===== config.mk =====
export PLATFORM = sky130hd
export DESIGN_NAME = mem_access_ctrl
export DESIGN_NICKNAME = d
export VERILOG_FILES = /design/src/rtl/mem_access_ctrl.sv
export SDC_FILE = /design/constraint.sdc
export NUM_CORES = 1
export LEC_CHECK = 0
export CAP_MARGIN = 20
export CORE_AREA = 2 2 117 119
export DETAILED_ROUTE_END_ITERATION = 8
export DIE_AREA = 0 0 119 121
export MAX_ROUTING_LAYER = met4
export PLACE_DENSITY_LB_ADDON = 0.15
export SYNTH_ARGS = -nofsm -noshare
export SYNTH_HDL_FRONTEND = slang
export SYNTH_SLANG_ARGS = --single-unit

===== constraint.sdc =====
create_clock -name clk -period 3.7 [get_ports clk]
set_input_delay 0.37 -clock clk [delete_from_list [all_inputs] [get_ports clk]]
set_output_delay 0.37 -clock clk [all_outputs]
set_load 0.1 [all_outputs]

===== src/rtl/mem_access_ctrl.sv =====
// MEM-stage initiator for data_mem: sequences load/store requests into ce/we/addr/wdata
// cycles, with read-modify-write for sub-word stores on a big-endian, word-only memory.
module mem_access_ctrl #(
  parameter int ADDR_W = 32,
  parameter int DATA_W = 32
) (
  input  logic              clk,
  input  logic              rst,
  input  logic              req_valid,
  input  logic [3:0]        req_op,
  input  logic [ADDR_W-1:0] req_addr,
  input  logic [DATA_W-1:0] req_wdata,
  output logic              stall_req,
  output logic              done,
  output logic [DATA_W-1:0] result,
  output logic              err,
  output logic              mem_ce,
  output logic              mem_we,
  output logic [ADDR_W-1:0] mem_addr,
  output logic [DATA_W-1:0] mem_wdata,
  input  logic [DATA_W-1:0] mem_rdata
);

  typedef enum logic [1:0] {IDLE, RD, WR, DONE} state_e;

  typedef enum logic [3:0] {
    OP_LB  = 4'd0,
    OP_LBU = 4'd1,
    OP_LH  = 4'd2,
    OP_LHU = 4'd3,
    OP_LW  = 4'd4,
    OP_SB  = 4'd8,
    OP_SH  = 4'd9,
    OP_SW  = 4'd10
  } op_e;

  state_e            state;
  logic [3:0]        op_q;
  logic [ADDR_W-1:0] addr_q;
  logic [DATA_W-1:0] wdata_q;
  logic [DATA_W-1:0] merge_q;

  logic              req_bad;
  logic [7:0]        byte_v;
  logic [15:0]       half_v;
  logic [DATA_W-1:0] load_val;
  logic [DATA_W-1:0] merged;

  always_comb begin
    req_bad = 1'b0;
    case (req_op)
      OP_LB, OP_LBU, OP_SB: req_bad = 1'b0;
      OP_LH, OP_LHU, OP_SH: req_bad = req_addr[0];
      OP_LW, OP_SW:         req_bad = |req_addr[1:0];
      default:              req_bad = 1'b1;
    endcase
  end

  // Lane k of a big-endian word sits at bits [31-8k -: 8].
  always_comb begin
    byte_v = mem_rdata[31:24];
    case (addr_q[1:0])
      2'd0: byte_v = mem_rdata[31:24];
      2'd1: byte_v = mem_rdata[23:16];
      2'd2: byte_v = mem_rdata[15:8];
      2'd3: byte_v = mem_rdata[7:0];
      default: byte_v = mem_rdata[31:24];
    endcase
    half_v = addr_q[1] ? mem_rdata[15:0] : mem_rdata[31:16];
    load_val = '0;
    case (op_q)
      OP_LB:   load_val = {{24{byte_v[7]}}, byte_v};
      OP_LBU:  load_val = {24'd0, byte_v};
      OP_LH:   load_val = {{16{half_v[15]}}, half_v};
      OP_LHU:  load_val = {16'd0, half_v};
      OP_LW:   load_val = mem_rdata;
      default: load_val = '0;
    endcase
  end

  always_comb begin
    merged = mem_rdata;
    if (op_q == OP_SB) begin
      case (addr_q[1:0])
        2'd0: merged[31:24] = wdata_q[7:0];
        2'd1: merged[23:16] = wdata_q[7:0];
        2'd2: merged[15:8]  = wdata_q[7:0];
        2'd3: merged[7:0]   = wdata_q[7:0];
        default: merged = mem_rdata;
      endcase
    end else if (op_q == OP_SH) begin
      if (addr_q[1]) merged[15:0]  = wdata_q[15:0];
      else           merged[31:16] = wdata_q[15:0];
    end
  end

  always_ff @(posedge clk) begin
    if (rst) begin
      state   <= IDLE;
      done    <= 1'b0;
      result  <= '0;
      err     <= 1'b0;
      op_q    <= '0;
      addr_q  <= '0;
      wdata_q <= '0;
      merge_q <= '0;
    end else begin
      done   <= 1'b0;
      result <= '0;
      err    <= 1'b0;
      case (state)
        IDLE: begin
          if (req_valid) begin
            op_q    <= req_op;
            addr_q  <= req_addr;
            wdata_q <= req_wdata;
            if (req_bad) begin
              state <= DONE;
              done  <= 1'b1;
              err   <= 1'b1;
            end else if (req_op == OP_SW) begin
              state <= WR;
            end else begin
              state <= RD;
            end
          end
        end
        RD: begin
          if (op_q[3]) begin
            merge_q <= merged;
            state   <= WR;
          end else begin
            result <= load_val;
            done   <= 1'b1;
            state  <= DONE;
          end
        end
        WR: begin
          done  <= 1'b1;
          state <= DONE;
        end
        DONE: state <= IDLE;
        default: state <= IDLE;
      endcase
    end
  end

  // Strobes are gated by rst so a reset landing mid-RMW never commits a write.
  always_comb begin
    mem_ce    = (state == RD || state == WR) && !rst;
    mem_we    = (state == WR) && !rst;
    mem_addr  = '0;
    mem_wdata = '0;
    if (state == RD || state == WR) mem_addr = {addr_q[ADDR_W-1:2], 2'b00};
    if (state == WR) mem_wdata = (op_q == OP_SW) ? wdata_q : merge_q;
  end

  assign stall_req = (state == IDLE && req_valid) || state == RD || state == WR;

endmodule


==> impl_metrics.toml <==
[cts]
cts_buffers = 17
post_cts_resized = 0
htreeDepth = 4
clkLatencyLatePin_ns = 0.42
hold_buffers = 0
cts.sinks = 136
tritoncts = "yes"
clk_path_buf_depth = 2
clock-root-buffer = "clkbuf_16"
postCtsSetupRepairBufs = 0
clk_pin_slew_worst_paths_ns = 0.05

[grt]
grt_pass1_wl_um = 31310
track_usage_pct = 28.34
antenna_found_initial = 0
grt_overflow = 0
grt_pass1_vias = 6260
grt_max_degree = 69

[floorplan]
die_h_um = 121
initial_core_util_pct = 49.77
io_pins = 204
std_cell_rows = 42
coreArea_mm2 = 0.01309
die_area_mm2 = 0.01440
die_x_um = 119

[run]
max_cap_violations = 0

[drt]
dr.pass1.iters = 7
drc = 0
finalWirelength_um = 19940
ant_nets = 0
drt_iter0_drc = 484
routedWlPerCell_um = 17.43
viasPerCell = 5.588
vias = 6393

[pwr]
leakagePower_nw = 3.493
total_power_mw = 6.090
ir_worst_vdd_v = 0.0006848
pwr_density_cell_mw_per_mm2 = 681.1

[place]
place_congestion = 0.9007
io_buffers = 201
post-dp-hpwl_um = 13980

[yosys]
yosysUniqueCellTypes = 46
ys.flop_type = "dfxtp_1"
synth_edf_count = 0
ys_seq_elements = 136
syn_area_per_cell_um2 = 8.182
syn-cell-area_mm2 = 0.006512
yosysWarnings = 0
async_flop_share_pct = 0
synth-seq-area-share_pct = 41.81
syn_inst = 796

[final_layout]
num-nets-final = 1064
layout_common_cells = "nand2_1 (230), dfxtp_1 (136), clkdlybuf4s50_1 (135)"
antenna_cells = 0
synthToLayoutAreaGrowth_pct = 37.29
mostFrequentLayoutCell = "nand2_1"
drive_gt1_share_pct = 12.71

[timing]
final_hold_viol_count = 0
max_freq_mhz = 318.2
slew_viol_final = 0
relSlewSlack_pct = 33.24
fin_setup_tns_ns = 0
worstMarginPinSlew_ns = 0.9982
rsz0062_at_grt = "no"
hold-worst-slack_ns = 0.4479
finalSetupViolCount = 0
min_period_ns = 3.142
finClkSkew_ns = 0.01077
finalCritPeriodShare_pct = 84.93

[hold_path]
holdCritPathClass = "reg -> reg"

[critical_path]
cp-end-kind = "output port"
critical_path_class = "reg -> out"
cp.arrival_ns = 2.77
regToRegSetupSlack_ns = 1.28
cp.required_ns = 3.33
cp_max_fo = 23
crit_path_start_kind = "flop"

[outcome]
status = "finished, final reports clean"
## final cells by class
class | count | area (µm²)
clock buffer | 23 | 488.0
clock inverter | 8 | 95.09
fill | 1058 | 4144
inverter | 3 | 11.26
multi-input combinational | 588 | 3490
sequential | 136 | 2723
tap | 176 | 220.2
timing repair buffer | 210 | 1914
## report_power, final
part	internal, mW	switching (mW)	leakage (nW)	total, mW
sequential	1.70	0.196	1.11	1.90
clock	1.05	0.614	0.285	1.67
combinational	0.700	1.83	2.10	2.53
## per-stage QoR
step / cells / setup slack (ns) / cell area [µm²] / util [%]
floorplan: 797 / 0.2582 / 6516 / -
global placement: 1113 / 1.081 / 8358 / 63.87
detailed placement: 1113 / 1.015 / 8358 / 63.87
CTS: 1144 / 0.5483 / 8941 / 68.33
global route: 1144 / 0.3855 / 8941 / 68.33
finish: 1144 / 0.5575 / 8941 / 68.33
## per-layer routing
layer  vias to the layer above  global-route usage, %  share of wire [%]
met1                      2991                  34.49                 42
li1                       3043                      -                  -
met5                         -                      -                  0
met4                         0                  12.28                3.0
met3                        48                  5.451                7.4
met2                       311                  46.16                 48
## cell usage after synthesis (2+ instances only)
master,instances,area (µm²)
nand2_1,231,867.1
dfxtp_1,136,2723
a21oi_1,103,515.5
mux2i_1,52,520.5
clkbuf_1,47,176.4
and2_1,32,200.2
a21boi_0,27,202.7
nor2_1,21,78.83
a211oi_1,17,127.6
a221oi_1,17,148.9
o21bai_1,17,127.6
a22oi_1,15,112.6
buf_1,8,30.03
buf_2,7,35.03
mux4_2,7,157.7
buf_4,6,45.04
a21boi_1,5,37.54
ha_1,5,62.56
nor2b_1,5,31.28
inv_1,3,11.26
nand2b_1,3,18.77
o21ai_0,3,15.01
buf_6,2,22.52
nand3_1,2,10.01
nand3b_1,2,15.01
nor3_1,2,10.01
or3_1,2,12.51
## critical path: stages, from the launching register on
cell      delay, ns
dfxtp_1        0.58
nor2b_1        0.30
nand3b_1       0.65
buf_4          0.44
nand2_1        0.08
a21boi_1       0.07
buf_4          0.23
## worst paths after layout
check / start / end / cells past startpoint
setup / recovery: op_q[3] / mem_wdata[2] / 6
hold / removal: addr_q[15] / addr_q[15] / 2
setup reg to reg: op_q[1] / result[10] / 4
hold reg to reg: addr_q[15] / addr_q[15] / 2
## sequential cells by signal, summed over array words and instances (netlist names)
register and flops:
state 2, wdata_q 32, addr_q 32, merge_q 32
done 1, err 1, result 32, op_q 4
## cells by family after synthesis
logic type / after synthesis / synth area share, %
AOI/OAI and AO/OA: 208 / 20.36
muxes: 59 / 10.41
DFF: 136 / 41.81
adders and majority gates: 5 / 0.9606
and+or+nand+nor: 314 / 21.48
buffers and inverters: 73 / 4.918
other: 1 / 0.05758
No activity file was read; power rests on OpenSTA's default activity.
